<file path="src/rtl/uart_tx_buf_pkg.sv">
// rtl/uart_tx_buf_pkg.sv - shared bus widths, UART register address and decode helper
// Contents:
//   MEM_BUS, MEM_ADDR_BUS  data/address widths of the memory-mapped bus
//   UART_ADDR              address whose writes push a byte into the TX buffer
//   is_uart_write()        decodes a bus write aimed at UART_ADDR
package uart_tx_buf_pkg;

   localparam int MEM_BUS      = 32;
   localparam int MEM_ADDR_BUS = 32;

   localparam logic [MEM_ADDR_BUS-1:0] UART_ADDR = 32'h1000_0000;

   function automatic logic is_uart_write(input logic we,
                                          input logic [MEM_ADDR_BUS-1:0] addr);
      return we && (addr == UART_ADDR);
   endfunction

endpackage

</file>
<file path="src/rtl/uart_tx_buf_if.sv">
// rtl/uart_tx_buf_if.sv - bus write port feeding the UART TX buffer
// Signals:
//   we_i     write strobe
//   waddr_i  write address (MEM_ADDR_BUS bits)
//   wdata_i  write data (MEM_BUS bits, byte in [7:0])
// Modports: master drives the write, slave (uart_tx_buf) receives it.
interface uart_tx_buf_if;
   import uart_tx_buf_pkg::*;

   logic                    we_i;
   logic [MEM_ADDR_BUS-1:0] waddr_i;
   logic [MEM_BUS-1:0]      wdata_i;

   modport master (output we_i, output waddr_i, output wdata_i);
   modport slave  (input  we_i, input  waddr_i, input  wdata_i);

endinterface

</file>
<file path="src/rtl/uart_tx_buf_sync_fifo.sv">
// rtl/uart_tx_buf_sync_fifo.sv - synchronous show-ahead FIFO with registered flags
// Ports:
//   clk, rst       clock, synchronous active-high reset
//   push, din      write request and data (ignored when full unless popping)
//   pop, dout      read request (ignored when empty) and head data
//   full, empty    registered occupancy flags
//   count          registered occupancy, 0..DEPTH
module sync_fifo #(
   parameter  int DEPTH = 16,
   parameter  int WIDTH = 8,
   localparam int AW    = $clog2(DEPTH)
) (
   input  logic             clk,
   input  logic             rst,
   input  logic             push,
   input  logic [WIDTH-1:0] din,
   input  logic             pop,
   output logic [WIDTH-1:0] dout,
   output logic             full,
   output logic             empty,
   output logic [AW:0]      count
);

   logic [WIDTH-1:0] mem [DEPTH];
   logic [AW-1:0]    wptr;
   logic [AW-1:0]    rptr;
   logic             do_push;
   logic             do_pop;
   logic [AW:0]      count_n;

   // A push into a full FIFO is only legal when the head leaves in the same edge.
   assign do_pop  = pop && !empty;
   assign do_push = push && (!full || do_pop);
   assign dout    = mem[rptr];

   always_comb begin
      count_n = count;
      case ({do_push, do_pop})
         2'b10:   count_n = count + 1'b1;
         2'b01:   count_n = count - 1'b1;
         default: count_n = count;
      endcase
   end

   // Pointers are exactly AW bits wide, so increment wraps modulo DEPTH.
   always_ff @(posedge clk) begin
      if (rst) begin
         wptr  <= '0;
         rptr  <= '0;
         count <= '0;
         full  <= 1'b0;
         empty <= 1'b1;
      end else begin
         if (do_push) wptr <= wptr + 1'b1;
         if (do_pop)  rptr <= rptr + 1'b1;
         count <= count_n;
         full  <= (count_n == (AW+1)'(DEPTH));
         empty <= (count_n == '0);
      end
   end

   always_ff @(posedge clk) begin
      if (do_push) mem[wptr] <= din;
   end

endmodule

</file>
<file path="src/rtl/uart_tx_buf.sv">
// rtl/uart_tx_buf.sv - buffered 8N1 UART transmitter fed by bus writes
// Ports:
//   clk, rst      clock, synchronous active-high reset
//   bus           slave write port; writes to UART_ADDR push wdata_i[7:0]
//   ovf_clr_i     clears the sticky overflow flag
//   tx_o          serial line, idle high
//   full_o, empty_o, count_o  registered FIFO status
//   tx_busy_o     high while a frame is being sent
//   ovf_o         sticky: a byte was dropped because the FIFO was full
module uart_tx_buf
   import uart_tx_buf_pkg::*;
#(
   parameter  int DEPTH    = 16,
   parameter  int BAUD_DIV = 434,
   localparam int CW       = $clog2(DEPTH) + 1
) (
   input  logic                clk,
   input  logic                rst,
   uart_tx_buf_if.slave        bus,
   input  logic                ovf_clr_i,
   output logic                tx_o,
   output logic                full_o,
   output logic                empty_o,
   output logic [CW-1:0]       count_o,
   output logic                tx_busy_o,
   output logic                ovf_o
);

   typedef enum logic [1:0] {
      IDLE  = 2'd0,
      START = 2'd1,
      DATA  = 2'd2,
      STOP  = 2'd3
   } state_t;

   localparam int            BW        = $clog2(BAUD_DIV);
   localparam logic [BW-1:0] BAUD_LAST = BW'(BAUD_DIV - 1);

   state_t        state;
   state_t        state_n;
   logic [BW-1:0] baud_cnt;
   logic [2:0]    bit_idx;
   logic [7:0]    shift;
   logic [7:0]    fifo_dout;
   logic          push_req;
   logic          pop;
   logic          bit_end;
   logic          unused_wdata;

   assign push_req     = is_uart_write(bus.we_i, bus.waddr_i);
   assign bit_end      = (baud_cnt == BAUD_LAST);
   assign unused_wdata = ^bus.wdata_i[MEM_BUS-1:8];

   sync_fifo #(.DEPTH(DEPTH), .WIDTH(8)) u_fifo (
      .clk   (clk),
      .rst   (rst),
      .push  (push_req),
      .din   (bus.wdata_i[7:0]),
      .pop   (pop),
      .dout  (fifo_dout),
      .full  (full_o),
      .empty (empty_o),
      .count (count_o)
   );

   always_comb begin
      state_n   = state;
      pop       = 1'b0;
      tx_o      = 1'b1;
      tx_busy_o = (state != IDLE);
      case (state)
         IDLE: begin
            if (!empty_o) begin
               pop     = 1'b1;
               state_n = START;
            end
         end
         START: begin
            tx_o = 1'b0;
            if (bit_end) state_n = DATA;
         end
         DATA: begin
            tx_o = shift[0];
            if (bit_end && (bit_idx == 3'd7)) state_n = STOP;
         end
         STOP: begin
            if (bit_end) state_n = IDLE;
         end
         default: state_n = IDLE;
      endcase
   end

   // The shift register is loaded only on the pop edge, so later pushes
   // cannot disturb the byte currently on the line.
   always_ff @(posedge clk) begin
      if (rst) begin
         state    <= IDLE;
         baud_cnt <= '0;
         bit_idx  <= '0;
         shift    <= '0;
      end else begin
         state <= state_n;
         if (pop) begin
            shift    <= fifo_dout;
            baud_cnt <= '0;
            bit_idx  <= '0;
         end else if (state != IDLE) begin
            baud_cnt <= bit_end ? '0 : baud_cnt + 1'b1;
            if ((state == DATA) && bit_end) begin
               shift   <= shift >> 1;
               bit_idx <= bit_idx + 1'b1;
            end
         end
      end
   end

   // A drop in the same cycle as a clear wins, so no overflow is ever lost.
   always_ff @(posedge clk) begin
      if (rst) begin
         ovf_o <= 1'b0;
      end else if (push_req && full_o && !pop) begin
         ovf_o <= 1'b1;
      end else if (ovf_clr_i) begin
         ovf_o <= 1'b0;
      end
   end

endmodule

</file>
<file path="src/flat_wrapper.sv">
// flat-port wrapper written by rule: the top's interface ports become plain ports
module uart_tx_buf_flat import uart_tx_buf_pkg::*;
#(
   parameter  int DEPTH    = 16,
   parameter  int BAUD_DIV = 434,
   localparam int CW       = $clog2(DEPTH) + 1
)
  (clk, rst, ovf_clr_i, tx_o, full_o, empty_o, count_o, tx_busy_o, ovf_o, bus_we_i, bus_waddr_i, bus_wdata_i);
  uart_tx_buf_if bus_i ();
  input  logic clk;
  input  logic rst;
  input  logic ovf_clr_i;
  output logic tx_o;
  output logic full_o;
  output logic empty_o;
  output logic [CW-1:0] count_o;
  output logic tx_busy_o;
  output logic ovf_o;
  input wire logic [$bits(bus_i.we_i)-1:0] bus_we_i;
  input wire logic [$bits(bus_i.waddr_i)-1:0] bus_waddr_i;
  input wire logic [$bits(bus_i.wdata_i)-1:0] bus_wdata_i;
  assign bus_i.we_i = bus_we_i;
  assign bus_i.waddr_i = bus_waddr_i;
  assign bus_i.wdata_i = bus_wdata_i;
  uart_tx_buf #(.DEPTH(DEPTH), .BAUD_DIV(BAUD_DIV)) u_core (.clk(clk), .rst(rst), .bus(bus_i), .ovf_clr_i(ovf_clr_i), .tx_o(tx_o), .full_o(full_o), .empty_o(empty_o), .count_o(count_o), .tx_busy_o(tx_busy_o), .ovf_o(ovf_o));
endmodule
</file>
<file path="config.mk">
export PLATFORM = sky130hd
export DESIGN_NAME = uart_tx_buf_flat
export DESIGN_NICKNAME = d
export VERILOG_FILES = /design/src/rtl/uart_tx_buf_pkg.sv /design/src/rtl/uart_tx_buf_if.sv /design/src/rtl/uart_tx_buf_sync_fifo.sv /design/src/rtl/uart_tx_buf.sv /design/src/flat_wrapper.sv
export SDC_FILE = /design/constraint.sdc
export NUM_CORES = 1
export LEC_CHECK = 0
export CAP_MARGIN = 25
export CORE_ASPECT_RATIO = 0.5
export CORE_MARGIN = 3
export CORE_UTILIZATION = 35
export CTS_CLUSTER_SIZE = 24
export DETAILED_ROUTE_END_ITERATION = 16
export PLACE_DENSITY = 0.6
export SYNTH_ARGS = -nofsm -noshare
export SYNTH_HDL_FRONTEND = slang
export SYNTH_HIERARCHICAL = 1
export SYNTH_SLANG_ARGS = --single-unit
export TNS_END_PERCENT = 1
</file>
<file path="constraint.sdc">
create_clock -name clk -period 4.6 [get_ports clk]
set_input_delay 1.15 -clock clk [delete_from_list [all_inputs] [get_ports clk]]
set_output_delay 1.15 -clock clk [all_outputs]
set_load 0.01 [all_outputs]
</file>
==> out/results.txt, run 1 <==
outcome - finished clean
Core Region - 0.0197 mm²
max-slew violation count - 0
via count - 3,805
Post-DP HPWL - 8980 µm
LEAKAGE - 2.80 nW
commonest non-fill, non-tap cell in the layout - edfxtp_1
Port Buffer Count - 53
Routed WL per cell - 16.9 µm
Critical Path AT - 4.37 ns
largest net degree at the start of global routing - 33
YS warnings - 6
initial antenna violation count - 0
VDD IR max - 248 µV
number of gates resized after CTS - 0
dpl cell area - 0.00801 mm²
Worst Tran Pin Value - 0.928 ns
layout cells sized above 1 - 0.147
GP Congestion - 0.748
number of synthesized register bits - 170
# diodes - 0
Setup Skew - 0.0129 ns
R2R setup slack - 0.98 ns
Starting DRT DRC Count - 331
Post-CTS Setup Inserts - 0
Tmin final - 4.06 ns
Slew headroom - 0.379
maximum root-to-sink buffer count - 2
Post-Syn Instances - 433
gr usage total - 0.126
syn avg cell area - 16.4 µm²
Tcrit/Tclk final - 0.882
DIE AREA - 0.0222 mm²
DRC errors left - 0
Fin. Hold Viols - 0
Initial Utilization - 0.361
io pins - 78
HP Start - u_core/shift[7]$_SDFFE_PP0P_
placed insts - 752
DRT Pass-1 Iters - 4
worst r2r src - u_core/state[0]$_SDFFE_PP0P_
DRT Wirelength - 13,300 µm
Post-Syn Area - 0.00711 mm²
WP data required - 4.91 ns
Critical Path End Type - register
first-pass GRT wire length - 21,500 µm
sequential fraction of the synthesis area - 0.659
Max Fclk - 246 MHz
clock transition at the registers of the reported paths - 0.07 ns
Fillers - 1,721
RSZ-0062 raised after global routing - false
most frequent cells in the layout - edfxtp_1 (128), clkdlybuf4s50_1 (53), nor2_1 (45), dfxtp_1 (40), mux4_1 (24)
Critical Path Source - bus_waddr_i[1]
syn nets - 517
H-tree Lvls - 4
post-route ant nets - 0
Nets - 590
hold_buf cts - 0
die height - 107 µm
PnR Total Power - 3.09 mW
EDFF count, synth - 128
vias per inst - 4.85
GRT Residual Overflow - 0
Final TNS setup - 0 ns
total CTS buffers - 17
worst setup path class - input port to register
die width - 208 µm
Async S/R FF share, synth - 0
synthesis-to-finish area growth - 20.6%
Crit Path Max Fanout - 3
design area - 0.00857 mm²
Post-Layout Cell Count - 784
PwrDens - 361 mW/mm²
Netlist cell types - 51
Root Buffer - clkbuf_16
CTS tree - built
clk_lat worst skew - 0.42 ns
vias in the first global route - 3,957
clk sinks - 170
row cnt - 36
Final setup viols - 0
max cap viols - 0
worst hold path class - register to register
Synth Flop Type - edfxtp_1
utilization after layout - 0.436
Worst setup SP type - input port
## routing by layer
layer / GRT usage / vias up / share of wire / wire, µm
met5: 0 / - / 0 / 0
met4: 0.0406 / 0 / 0.0087 / 116
met3: 0.0406 / 11 / 0.052 / 693
met2: 0.209 / 81 / 0.48 / 6370
met1: 0.159 / 1880 / 0.46 / 6090
li1: - / 1833 / - / -
## area by class of cell
cell class              instances  area (µm²)  area share
well taps                     266         333      0.0388
inverters                      14        52.6     0.00613
flip-flops and latches        170        4690       0.547
clock buffers                  18         429      0.0501
clock inverters                13         118      0.0137
repair buffers                 75         708      0.0826
multi-input cells             228        2250       0.262
## cell families after synthesis
group,Yosys count,share of synthesized area
AO/OA/AOI/OAI,32,0.0296
XOR/XNOR,20,0.0246
adder cells (fa/ha/maj),16,0.0282
buffers and inverters,35,0.0259
flip-flops,170,0.659
multiplexers,54,0.159
AND/OR/NAND/NOR,106,0.0734
## cells in the mapped netlist, types with 2 or more instances
| library cell | number | share of area |
|---|---|---|
| o21ai_0 | 5 | 0.0035 |
| nor4b_1 | 2 | 0.0025 |
| xor2_1 | 10 | 0.012 |
| buf_2 | 2 | 0.0014 |
| mux2i_1 | 13 | 0.018 |
| mux4_2 | 16 | 0.051 |
| a22oi_1 | 2 | 0.0021 |
| a21oi_1 | 12 | 0.0084 |
| nand2b_1 | 5 | 0.0044 |
| buf_1 | 3 | 0.0016 |
| nor2b_1 | 4 | 0.0035 |
| nor3_1 | 10 | 0.0070 |
| dfxtp_1 | 42 | 0.12 |
| nand2_1 | 15 | 0.0079 |
| xnor2_1 | 10 | 0.012 |
| ha_1 | 16 | 0.028 |
| nand4b_1 | 2 | 0.0025 |
| clkbuf_1 | 11 | 0.0058 |
| inv_1 | 13 | 0.0069 |
| nor2_1 | 45 | 0.024 |
| buf_8 | 2 | 0.0042 |
| nor4_1 | 8 | 0.0070 |
| nand4_1 | 4 | 0.0035 |
| mux4_1 | 24 | 0.089 |
| edfxtp_1 | 128 | 0.54 |
| nand3_1 | 4 | 0.0028 |
## sequential cells by signal, summed over array words and instances (netlist names), named ones only
name / cells
u_core/ovf_o: 1
u_core/shift: 8
u_core/u_fifo/count: 5
u_core/u_fifo/rptr: 4
u_core/u_fifo/empty: 1
u_core/bit_idx: 3
u_core/u_fifo/mem: 128
u_core/u_fifo/full: 1
u_core/u_fifo/wptr: 4
u_core/baud_cnt: 9
u_core/state: 2
## critical path, stage by stage
cell	delay, ns
clkdlybuf4s50_1	0.42
nor4_1	0.29
nand4_1	0.14
nor3_1	0.33
o21a_1	0.21
inv_1	0.07
ha_1	0.22
xor2_1	0.17
ha_1	0.22
mux2_2	0.34
nor4_1	0.16
o22ai_1	0.14
xor2_1	0.19
nor4b_1	0.31
## worst paths after layout
path / endpoint / depth (start not counted)
min reg2reg: u_core/shift[7]$_SDFFE_PP0P_ / 2
min: u_core/shift[7]$_SDFFE_PP0P_ / 2
max reg2reg: u_core/u_fifo/full$_SDFF_PP0_ / 15
max: u_core/u_fifo/full$_SDFF_PP0_ / 14
## stage by stage
stage | setup slack [ns] | hold slack [ns]
after floorplan | 0.659 | 0.448
after global placement | 0.142 | 0.459
after detailed placement | 0.0860 | 0.466
after CTS | 0.521 | 0.476
after global routing | 0.270 | 0.496
final | 0.543 | 0.476
## report_power, final
group | switching, mW | internal (mW)
sequential | 0.00544 | 1.65
clock | 0.580 | 0.745
combinational | 0.0510 | 0.0597
(Power assumes the default switching activity.)
==> run 2, diff against run 1 <==
--- a/config.mk
+++ b/config.mk
@@ -7,7 +7,6 @@
 export LEC_CHECK = 0
 export CAP_MARGIN = 25
 export CORE_ASPECT_RATIO = 0.5
-export CORE_MARGIN = 3
 export CORE_UTILIZATION = 35
 export CTS_CLUSTER_SIZE = 24
 export DETAILED_ROUTE_END_ITERATION = 16
@@ -16,4 +15,4 @@
 export SYNTH_HDL_FRONTEND = slang
 export SYNTH_HIERARCHICAL = 1
 export SYNTH_SLANG_ARGS = --single-unit
-export TNS_END_PERCENT = 1
+export TNS_END_PERCENT = 100
==> out/results.txt, run 2 (synthesis gave the netlist of run 1 again) <==
vias in the first global route - 3,705
WP data required - 4.92 ns
clk sinks - 170
post-route ant nets - 0
largest net degree at the start of global routing - 33
Crit Path Max Fanout - 3
Gate power share - 0.035
Buf/Inv on CP - 2
first-pass GRT wire length - 20,700 µm
Starting DRT DRC Count - 209
die width - 204 µm
commonest non-fill, non-tap cell in the layout - edfxtp_1
worst hold path class - register to register
critical-path cell list - clkdlybuf4s50_1 > nor4_1 > nand4_1 > nor3_1 > o21a_1 > inv_1 > ha_1 > xor2_1 > ha_1 > mux2_2 > nor4_1 > o22ai_1 > xor2_1 > nor4b_1
max-slew violation count - 0
synthesis-to-finish area growth - 21.8%
PwrDens - 366 mW/mm²
Slew headroom - 0.379
critical path's largest stage delay - 0.39 ns
outcome - finished clean
Core Region - 0.0197 mm²
Tcrit/Tclk final - 0.864
# diodes - 0
GRT Residual Overflow - 0
PnR Total Power - 3.17 mW
LEAKAGE - 2.85 nW
DIE AREA - 0.0209 mm²
die height - 103 µm
vias per inst - 4.88
biggest regs - u_core/u_fifo/mem (128), u_core/baud_cnt (9), u_core/shift (8)
Worst setup SP type - input port
Top delay family on crit path - simple AND/OR/NAND/NOR gates
row cnt - 36
Post-DP HPWL - 8950 µm
Seq pwr share - 0.523
maximum root-to-sink buffer count - 2
Tmin final - 3.98 ns
io pins - 78
clock transition at the registers of the reported paths - 0.07 ns
initial antenna violation count - 0
Routed WL per cell - 17.1 µm
Root Buffer - clkbuf_16
Nets - 594
Post-CTS Setup Inserts - 0
Setup Skew - 0.0105 ns
Final setup viols - 0
total CTS buffers - 17
layout cells sized above 1 - 0.163
Largest Register - u_core/u_fifo/mem
Worst Tran Pin Value - 0.928 ns
Max Fclk - 252 MHz
DRT Wirelength - 13,500 µm
gr usage total - 0.135
clock power share - 0.443
Fin. Hold Viols - 0
Int Power - 2.44 mW
via count - 3,847
Switch Pwr - 725 µW
placed insts - 757
max cap viols - 0
clk_lat worst skew - 0.42 ns
worst setup path class - input port to register
most frequent cells in the layout - edfxtp_1 (128), clkdlybuf4s50_1 (53), nor2_1 (45), dfxtp_1 (40), buf_4 (25)
DRT Pass-1 Iters - 4
number of gates resized after CTS - 0
CTS tree - built
DRC errors left - 0
VDD IR max - 256 µV
max reg flops - 128
hold_buf cts - 0
Post-Layout Cell Count - 789
Critical Path End Type - register
Initial Utilization - 0.361
sw frac - 0.229
GP Congestion - 0.721
Crit-path slowest cell - clkdlybuf4s50_1
Final TNS setup - 0 ns
Critical Path AT - 4.30 ns
Port Buffer Count - 53
RSZ-0062 raised after global routing - false
H-tree Lvls - 4
## run 2: cell types whose count changed in the layout (fill, tap and decap cells not counted)
cell        previous run  this run
inv_8                  0         5
inv_6                  4         2
buf_4                 21        25
clkinv_1               4         1
bufinv_16              1         0
clkbuf_1               1         0
clkinv_8               0         4
clkinvlp_4             2         1
## run 2: power by group through the flow
stage	Clock, mW	Sequential (mW)	Combinational [mW]
6_report	1.40	1.65	0.110
5_1_grt	1.49	1.65	0.123
4_1_cts	1.43	1.65	0.113
3_5_place_dp	0	1.69	0.113
3_3_place_gp	0	1.69	0.109
2_1_floorplan	0	1.69	0.0408
## run 2: layout make-up
class	count	area [µm²]
Clock buffer	17	425
Clock inverter	15	173
Fill cell	1715	11000
Inverter	14	52.6
Multi-Input combinational cell	228	2250
Sequential cell	170	4690
Tap cell	266	333
Timing Repair Buffer	79	738
## run 2: stage by stage
stage	utilization	setup slack, ns	cell area, µm²	hold WS, ns
final	0.440	0.624	8650	0.471
after detailed placement	0.409	0.115	8060	0.463
after floorplan	-	0.659	7110	0.448
after global placement	0.408	0.159	8040	0.459
after CTS	0.440	0.564	8650	0.473
after global routing	0.440	0.345	8650	0.495
## run 2: path summary, 6_finish.rpt
path | startpoint | end | slack [ns] | depth (start not counted)
max | bus_waddr_i[18] | u_core/u_fifo/full$_SDFF_PP0_ | 0.62 | 14
min | u_core/shift[7]$_SDFFE_PP0P_ | u_core/shift[7]$_SDFFE_PP0P_ | 0.47 | 2
max reg2reg | u_core/state[1]$_SDFFE_PP0P_ | u_core/u_fifo/full$_SDFF_PP0_ | 0.99 | 15
min reg2reg | u_core/shift[7]$_SDFFE_PP0P_ | u_core/shift[7]$_SDFFE_PP0P_ | 0.47 | 2
## run 2: per-layer routing
layer | track usage | wire, µm
met5 | 0 | 0
met4 | 0.0503 | 109
met3 | 0.0360 | 838
met2 | 0.215 | 6230
met1 | 0.178 | 6310
## run 2: worst min-delay path: cells and delay by family, from the launching register on
family,cells,cell delay [ns]
AOI/OAI and AO/OA,1,0.06
and+or+nand+nor,1,0.06
DFF,1,0.31
